**config.mk**
```make
export PLATFORM = sky130hd
export DESIGN_NAME = rom_dl_arbiter
export DESIGN_NICKNAME = d
export VERILOG_FILES = /design/src/rtl/rom_dl_pkg.sv /design/src/rtl/rom_dl_arbiter_fifo.sv /design/src/rtl/rom_dl_arbiter.sv
export SDC_FILE = /design/constraint.sdc
export NUM_CORES = 1
export LEC_CHECK = 0
export ABC_AREA = 1
export BUFFER_PORTS_ARGS = -buffer_cell sky130_fd_sc_hd__buf_2
export CORE_MARGIN = 10
export CORE_UTILIZATION = 50
export CTS_BUF_LIST = sky130_fd_sc_hd__clkbuf_4
export CTS_CLUSTER_SIZE = 25
export DETAILED_ROUTE_END_ITERATION = 16
export PLACE_DENSITY = 0.77
export SYNTH_ARGS = -nofsm -noshare
export SYNTH_HDL_FRONTEND = slang
export SYNTH_SLANG_ARGS = --single-unit
```
**constraint.sdc**
```tcl
create_clock -name clk_sys -period 2.72 [get_ports clk_sys]
set_input_delay 0.544 -clock clk_sys [delete_from_list [all_inputs] [get_ports clk_sys]]
set_output_delay 0.544 -clock clk_sys [all_outputs]
set_load 0.05 [all_outputs]
```
**src/rtl/rom_dl_pkg.sv**
```systemverilog
// rom_dl_pkg: shared types and constants for the ROM download arbiter
package rom_dl_pkg;
  typedef enum logic [1:0] {IDLE, LOAD, DRAIN, HOLD} dl_state_e;
  localparam int DL_ADDR_W = 16;
  localparam int DL_DATA_W = 8;
  localparam int DL_FIFO_DEPTH = 4;
  localparam int DL_HOLD_CYCLES = 64;
  typedef struct packed {
    logic [DL_ADDR_W-1:0] addr;
    logic [DL_DATA_W-1:0] data;
  } fifo_entry_t;
  function automatic int ptr_w(input int depth);
    return (depth > 1) ? $clog2(depth) : 1;
  endfunction
  localparam int DL_PTR_W = ptr_w(DL_FIFO_DEPTH);
endpackage

```
**src/rtl/rom_dl_arbiter_fifo.sv**
```systemverilog
// dl_byte_fifo: synchronous FIFO buffering download writes, accepts a push into a full FIFO when it pops that cycle
module dl_byte_fifo
  import rom_dl_pkg::*;
#(
  parameter int W     = DL_ADDR_W + DL_DATA_W,
  parameter int DEPTH = DL_FIFO_DEPTH
) (
  input  logic         clk,
  input  logic         rst_n,
  input  logic         push,
  input  logic         pop,
  input  logic [W-1:0] din,
  output logic [W-1:0] dout,
  output logic         full,
  output logic         empty,
  output logic         accept
);
  localparam int PW = ptr_w(DEPTH);
  logic [PW:0] wr_q, wr_d, rd_q, rd_d, used;
  logic [W-1:0] mem_q [DEPTH];
  logic do_pop;
  assign used   = wr_q - rd_q;
  assign full   = used == (PW+1)'(DEPTH);
  assign empty  = used == '0;
  assign do_pop = pop && !empty;
  assign accept = push && (!full || do_pop);
  assign dout   = mem_q[rd_q[PW-1:0]];
  // advance pointers on accepted push and on pop
  always_comb begin
    wr_d = wr_q + (PW+1)'(accept);
    rd_d = rd_q + (PW+1)'(do_pop);
  end
  // pointer registers; contents are discarded by reset
  always_ff @(posedge clk or negedge rst_n) begin
    if (!rst_n) begin
      wr_q <= '0;
      rd_q <= '0;
    end else begin
      wr_q <= wr_d;
      rd_q <= rd_d;
    end
  end
  // storage array, written at the tail
  always_ff @(posedge clk) begin
    if (accept) mem_q[wr_q[PW-1:0]] <= din;
  end
endmodule

```
**src/rtl/rom_dl_arbiter.sv**
```systemverilog
// rom_dl_arbiter: shares the ROM/RAM port between HPS download and CPU reads, sequences core reset; DL_CHECKSUM_EN enables dl_sum
module rom_dl_arbiter
  import rom_dl_pkg::*;
#(
  parameter int ADDR_W      = DL_ADDR_W,
  parameter int DATA_W      = DL_DATA_W,
  parameter int FIFO_DEPTH  = DL_FIFO_DEPTH,
  parameter int HOLD_CYCLES = DL_HOLD_CYCLES
) (
  input  logic              clk_sys,
  input  logic              reset_n,
  input  logic              dn_download,
  input  logic              dn_wr,
  input  logic [ADDR_W-1:0] dn_addr,
  input  logic [DATA_W-1:0] dn_data,
  input  logic              cpu_rd_req,
  input  logic [ADDR_W-1:0] cpu_rd_addr,
  output logic              cpu_rd_ack,
  output logic [DATA_W-1:0] cpu_rd_data,
  output logic              mem_en,
  output logic              mem_we,
  output logic [ADDR_W-1:0] mem_addr,
  output logic [DATA_W-1:0] mem_din,
  input  logic [DATA_W-1:0] mem_dout,
  output logic              core_reset,
  output logic              dl_overflow,
  output logic [ADDR_W:0]   dl_count,
  output logic [DATA_W-1:0] dl_sum
);
  localparam int HW = $clog2(HOLD_CYCLES + 1);
  localparam logic [HW-1:0] HOLD_LAST = HW'(HOLD_CYCLES - 1);
  dl_state_e state_q, state_d;
  logic [HW-1:0] hold_q, hold_d;
  logic dl_prev_q, dl_prev_d, rd_out_q, rd_out_d, dl_overflow_q, dl_overflow_d;
  logic [ADDR_W:0] dl_count_q, dl_count_d;
  logic [ADDR_W+DATA_W-1:0] head;
  logic rise, push_req, push_ok, full, empty, rd_elig, wr_issue, rd_issue;

  dl_byte_fifo #(.W(ADDR_W + DATA_W), .DEPTH(FIFO_DEPTH)) u_fifo (
    .clk(clk_sys), .rst_n(reset_n), .push(push_req), .pop(wr_issue),
    .din({dn_addr, dn_data}), .dout(head), .full(full), .empty(empty), .accept(push_ok)
  );

  assign rise     = dn_download && !dl_prev_q;
  assign push_req = dn_wr && dn_download && state_q == LOAD;
  // one access per cycle: a full FIFO always wins, otherwise an eligible read goes first
  assign rd_elig  = cpu_rd_req && !rd_out_q;
  assign wr_issue = !empty && (full || !rd_elig);
  assign rd_issue = rd_elig && !wr_issue;

  // memory port and read return path
  always_comb begin
    mem_en      = wr_issue || rd_issue;
    mem_we      = wr_issue;
    mem_addr    = wr_issue ? head[ADDR_W+DATA_W-1:DATA_W] : (rd_issue ? cpu_rd_addr : '0);
    mem_din     = wr_issue ? head[DATA_W-1:0] : '0;
    cpu_rd_ack  = rd_out_q;
    cpu_rd_data = rd_out_q ? mem_dout : '0;
    core_reset  = state_q != IDLE;
    dl_overflow = dl_overflow_q;
    dl_count    = dl_count_q;
  end

  // load sequencing: core stays in reset from download start until the hold window expires
  always_comb begin
    state_d = state_q;
    hold_d  = '0;
    case (state_q)
      IDLE:  state_d = rise ? LOAD : IDLE;
      LOAD:  state_d = dn_download ? LOAD : (empty ? HOLD : DRAIN);
      DRAIN: state_d = rise ? LOAD : (empty ? HOLD : DRAIN);
      HOLD: begin
        state_d = rise ? LOAD : (hold_q == HOLD_LAST ? IDLE : HOLD);
        hold_d  = (state_d == HOLD) ? hold_q + HW'(1) : '0;
      end
      default: state_d = HOLD;
    endcase
  end

  // download statistics and read tracking; a full FIFO always pops, so drops only guard against a missing pop
  always_comb begin
    dl_prev_d     = dn_download;
    rd_out_d      = rd_issue;
    dl_overflow_d = rise ? 1'b0 : (dl_overflow_q || (push_req && !push_ok));
    dl_count_d    = rise ? '0 : dl_count_q + (ADDR_W+1)'(push_ok);
  end

  // control registers
  always_ff @(posedge clk_sys or negedge reset_n) begin
    if (!reset_n) begin
      state_q       <= HOLD;
      hold_q        <= '0;
      dl_prev_q     <= 1'b0;
      rd_out_q      <= 1'b0;
      dl_overflow_q <= 1'b0;
      dl_count_q    <= '0;
    end else begin
      state_q       <= state_d;
      hold_q        <= hold_d;
      dl_prev_q     <= dl_prev_d;
      rd_out_q      <= rd_out_d;
      dl_overflow_q <= dl_overflow_d;
      dl_count_q    <= dl_count_d;
    end
  end

`ifdef DL_CHECKSUM_EN
  logic [DATA_W-1:0] dl_sum_q, dl_sum_d;
  // running byte sum of accepted download data
  always_comb begin
    dl_sum_d = rise ? '0 : (push_ok ? dl_sum_q + dn_data : dl_sum_q);
    dl_sum   = dl_sum_q;
  end
  // checksum register
  always_ff @(posedge clk_sys or negedge reset_n) begin
    if (!reset_n) dl_sum_q <= '0;
    else dl_sum_q <= dl_sum_d;
  end
`else
  assign dl_sum = '0;
`endif
endmodule
```
# == Word-level counts from Yosys, hierarchy flattened ==
# Memories as Yosys holds them, arrays and structs flattened.
# Cells that the tools add are included.
# totals
reg_bits,35
in_bits,53
n_memories,1
mem_bits_ro,0
mem_bits_rw,96
latchBits,0
# memory_table
memory,words,word_bits,rd,rd_ports_with_merged_regs,write_ports,line,rtl
u_fifo.mem_q,4,24,1,0,1,rom_dl_arbiter_fifo.sv:20,logic [W-1:0] mem_q [DEPTH];
# op_classes
shift,0
n_bitwise,0
n_mul,0
div,0
addsub,5
magnitude_cmp,0
n_reduce_logical,23
n_mux,17
eq_ne,6
# ops
cell,count
two-way mux 16 bit,2
adder 17 x 1 -> 17 bit,1
two-way mux 17 bit,1
two-way mux 8 bit,2
two-way mux 7 bit,2
logical AND 1 bit,9
two-way mux 2 bit,4
case mux 2 bit (4 select lines),1
"adder 7 x 1 -> 7 bit, second input constant",1
"== test 7 x 6 -> 1 bit, second input constant",1
zero test 1 bit,7
adder 3 x 1 -> 3 bit,2
"== test 2 bit, second input constant",3
two-way mux 1 bit,5
logical OR 1 bit,4
"== test 3 bit, second input constant",1
zero test 3 bit,1
subtractor 3 bit,1
"== test 2 x 1 -> 1 bit, second input constant",1
zero test 2 bit,1
nonzero test 2 bit,1

# == Depth between registers and ports, before layout ==
# logic_depth
ltp_word,12
mapped_depth,14
mapped_depth_nobuf,14

# == Cells and area by module ==
# From an unflattened synthesis, not the netlist that was laid out.
# unflattened
hier_cells,576
hier_area_um2,6064.6
# modules_own_cells
module,cells_per_inst,seq_area_each_um2,instances,area_per_inst_um2
dl_byte_fifo,283,3032.9,1,4113.9
rom_dl_arbiter,293,728.2,1,1950.6

# == Worst setup path before layout ==
# OpenSTA, ideal clock, no wires.
# synth_timing
kind,register -> register
start,register state_q[0]
end,"memory u_fifo.mem_q[2][0] (netlist bit), enable pin"
period_less_slack_ns,2.981
n_path_buf,0
arrival_time_ns,2.546
path_stages_with_launch,5
setup_ns,0.435
t_required_ns,2.285
setup_slack_ns,-0.261
path_cell_list,dfstp_2 > inv_1 > nor2_1 > nand3_1 > nor3_1
# synth_via
elab_chain_cells,5
# synth_lines
item,line,rtl
start: declaration,rom_dl_arbiter.sv:32,"dl_state_e state_q, state_d;"
start signal: assignment,rom_dl_arbiter.sv:98,state_q <= state_d;
== test 2 x 1 -> 1 bit,rom_dl_arbiter.sv:45,assign push_req = dn_wr && dn_download && state_q == LOAD;
logical AND 1 bit,rom_dl_arbiter.sv:45,
logical AND 1 bit,rom_dl_arbiter_fifo.sv:26,assign accept = push && (!full || do_pop);
two-way mux 1 bit,rom_dl_arbiter_fifo.sv:45,if (accept) mem_q[wr_q[PW-1:0]] <= din;
two-way mux 1 bit (implied by the code),rom_dl_arbiter_fifo.sv:45,
end: declaration,rom_dl_arbiter_fifo.sv:20,
# No other way between the ends.

# == Worst setup path after layout ==
# layout_timing
start,register u_fifo.rd_q[1]
end,output mem_addr[4]
# layout_via
elab_chain_cells,8
word_cells_on_any_way,11
cone_classes,add/sub: 1; eq/ne: 1; mux: 2; reduce/logical: 6; memory: 1
# layout_lines
item,line,rtl
start: declaration,rom_dl_arbiter_fifo.sv:19,"logic [PW:0] wr_q, wr_d, rd_q, rd_d, used;"
start signal: assignment,rom_dl_arbiter_fifo.sv:40,rd_q <= rd_d;
subtractor 3 bit,rom_dl_arbiter_fifo.sv:22,assign used = wr_q - rd_q;
== test 3 bit or zero test 3 bit (tied branches),"rom_dl_arbiter_fifo.sv:23, rom_dl_arbiter_fifo.sv:24",
logical OR 1 bit or zero test 1 bit (tied branches),rom_dl_arbiter.sv:48,assign wr_issue = !empty && (full || !rd_elig);
logical AND 1 bit,rom_dl_arbiter.sv:48,
zero test 1 bit,rom_dl_arbiter.sv:49,assign rd_issue = rd_elig && !wr_issue;
logical AND 1 bit,rom_dl_arbiter.sv:49,
two-way mux 16 bit,rom_dl_arbiter.sv:55,mem_addr = wr_issue ? head[ADDR_W+DATA_W-1:DATA_W] : (rd_issue ? cpu_rd_addr : '0);
two-way mux 16 bit (*),rom_dl_arbiter.sv:55,
end: declaration,rom_dl_arbiter.sv:22,"output logic [ADDR_W-1:0] mem_addr,"
# Mark *: on every way between the ends. The rest lies on a longest branch, timed or not.

==> flow_summary.toml <==
[sta]
slew_headroom_pct = 47.28
holdWs_ps = 119.6
hold_viol = 0
clock_skew_ps = 8.590
rsz0062_at_grt = "yes"
fmax_ghz = 0.3573
tightest_slew_ps = 790.8
setup_viol = 13
slew_violations = 0
fin_crit_sh_pct = 102.9
final.min_clock_period_ps = 2799
layout_setup_ws_ps = -78.96

[routing]
drt_first_pass_iters = 4
drtIter0Drc = 263
avgRoutedWirePerCell_microns = 15.90
wl_microns = 13210
drc = 0
ant_nets = 0
vias_per_cell = 5.069
vias = 4212

[worst_setup_path]
cpPeakStageDelay_ps = 410
critPathMaxFanout = 8
slowest_stage = "dfrtp_1"
crit_path_start_kind = "flop"
cp.arrival_ps = 2250
path_buf_inv = 3
cpMostUsedCell = "nand2_1"
critical_path_class = "flop to output pin"
crit_chain = "inv_2 > ha_4 > a21oi_2 > nand2_1 > nand3_2 > nand2_4 > nand2_4 > clkinvlp_4 > nand2_1 > nand2_1 > buf_6"
crit_family = "simple AND/OR/NAND/NOR gates"
crit_path_end_kind = "output pin"
worstPathRequired_ps = 2180

[floorplan]
coreArea_sq_um = 11030
initial_utilization_pct = 51.76
die_w_microns = 126.9
die_y_microns = 126.9
dieArea_sq_um = 16090
io_pins = 115
placementRows = 38

[layout]
final_common_cell = "nor2_1"
seq_area_sq_um = 3762
finish.utilization_pct = 63.97
area_growth_pct = 23.60
drive_gt1_share_pct = 27.58
fillers = 872
multi_input_area_sq_um = 1722
fin_area_sq_um = 7057
nets = 738
layout_common_cells = "nor2_1 (101), nand2_1 (99), edfxtp_1 (96), buf_2 (80), o21ai_0 (48)"

[yosys]
netlist-cell-type-count = 29
netlist_area_sq_um = 5709
synth_seq_cells = 131
yosysWarnings = 0
ys_seq_area_share_pct = 65.88
syn_inst = 548
synth.avg_cell_area_sq_um = 10.42

[global_routing]
gr-total-overflow = 0
track_usage_pct = 16.49
first_global_vias = 4265
grt_antenna_before_repair = 2
grt_pass1_wl_microns = 21360
grt_max_degree = 36

[place]
dp_hpwl_microns = 8602
place.gp.congestion = 0.8492
dpl_cell_area_sq_um = 6445
port_buffers = 106
post-place-ws_ps = 191.5

[run]
max_cap_viol_count = 0

[run_status]
outcome = "finished with violations"
violations = "negative setup slack"

[power]
vdd_ir_drop_max_mv = 1.076
p_per_area_nw_per_um2 = 1235
p_leak_nw = 3.042

[clock_network]
clock_path_buffers = 2
path_clk_slew_ps = 110
cts.sinks = 131
cts_root_buffer = "clkbuf_4"
clk_latency_ps = 500
cts_tree = "yes"
cts_buffers = 17
htreeDepth = 4

[hold_path]
worstHoldPathType = "input pin to async pin"
==> synthesized netlist by cell type (all sizes together) <==
library cell,count,area (sq um)
nand2,104,400.4
o21ai,54,270.3
dfrtp,33,825.8
xnor2,3,26.28
ha,9,112.6
nor3,10,50.05
o22ai,16,100.1
conb,1,3.750
dfstp,2,52.55
buf,20,141.4
nand4,5,31.28
edfxtp,96,2883
nand3,13,70.07
a21oi,14,70.07
clkbuf,8,30.03
inv,50,192.7
a211oi,1,7.510
nor2,103,389.1
xor2,6,52.55
==> power breakdown <==
part	internal (mW)	leakage, nW	switching [mW]
clock	0.643	0.156	0.687
sequential	2.31	1.33	0.0946
combinational	1.61	1.56	3.37
==> final cells by class <==
class	count	share of cell area, %
tap	140	2.482
inverter	50	2.801
timing repair inverter	2	0.2660
timing repair buffer	128	12.45
clock inverter	14	2.305
sequential	131	53.32
clock buffer	18	1.915
antenna	2	0.07092
multi-input combinational	346	24.40
==> through the flow <==
stage                     cells  setup TNS [ps]  power, mW
after global routing        831           -3171      9.214
final                       831          -552.1      8.716
after CTS                   828          -995.9      8.567
after floorplan             555          -25040      5.594
after detailed placement    788               0      6.535
after global placement      788               0      6.434
==> registers in the layout, summed over array words and instances (netlist names) <==
signal,cells
hold_q,7
dl_count,17
cpu_rd_ack,1
u_fifo.wr_q,3
dl_prev_q,1
state_q,2
u_fifo.rd_q,3
dl_overflow,1
u_fifo.mem_q,96
==> path summary, 6_finish.rpt <==
check                                from             end  slack (ps)  cells past startpoint
max                        u_fifo.rd_q[1]     mem_addr[4]         -80                     11
min                               reset_n       hold_q[0]         120                      1
max reg2reg                    state_q[0]    dl_count[12]         330                     13
min reg2reg                     hold_q[0]       hold_q[0]         460                      1
max in group asynchronous         reset_n  u_fifo.wr_q[1]        2060                      1
min in group clk_sys          dn_download       dl_prev_q         170                      1
==> per-layer routing <==
metal	wire length, microns	global-route usage, %	vias to the layer above
met5	0	0	-
met4	157	5.961	0
met3	932	4.373	13
met2	6916	28.34	145
met1	5206	19.41	1968
li1	-	-	2086
==> cell families (layout without fill, tap and decap cells) <==
group,count (synthesis),count (layout),synth area share (%)
xor+xnor,9,9,1.381
buf+inv,78,212,6.377
other cells,1,10,0.06568
fa+ha+maj,9,9,1.972
compound gates,85,85,7.846
simple gates,235,235,16.48
flops,131,131,65.88
==> repair_timing <==
item	in CTS	in global routing
gates resized for setup	56	21
setup buffers	6	1
pin swaps	6	2
cloned	2	0
setup endpoints to repair	26	26
hold buffers	0	0
No activity file was read; power rests on OpenSTA's default activity.
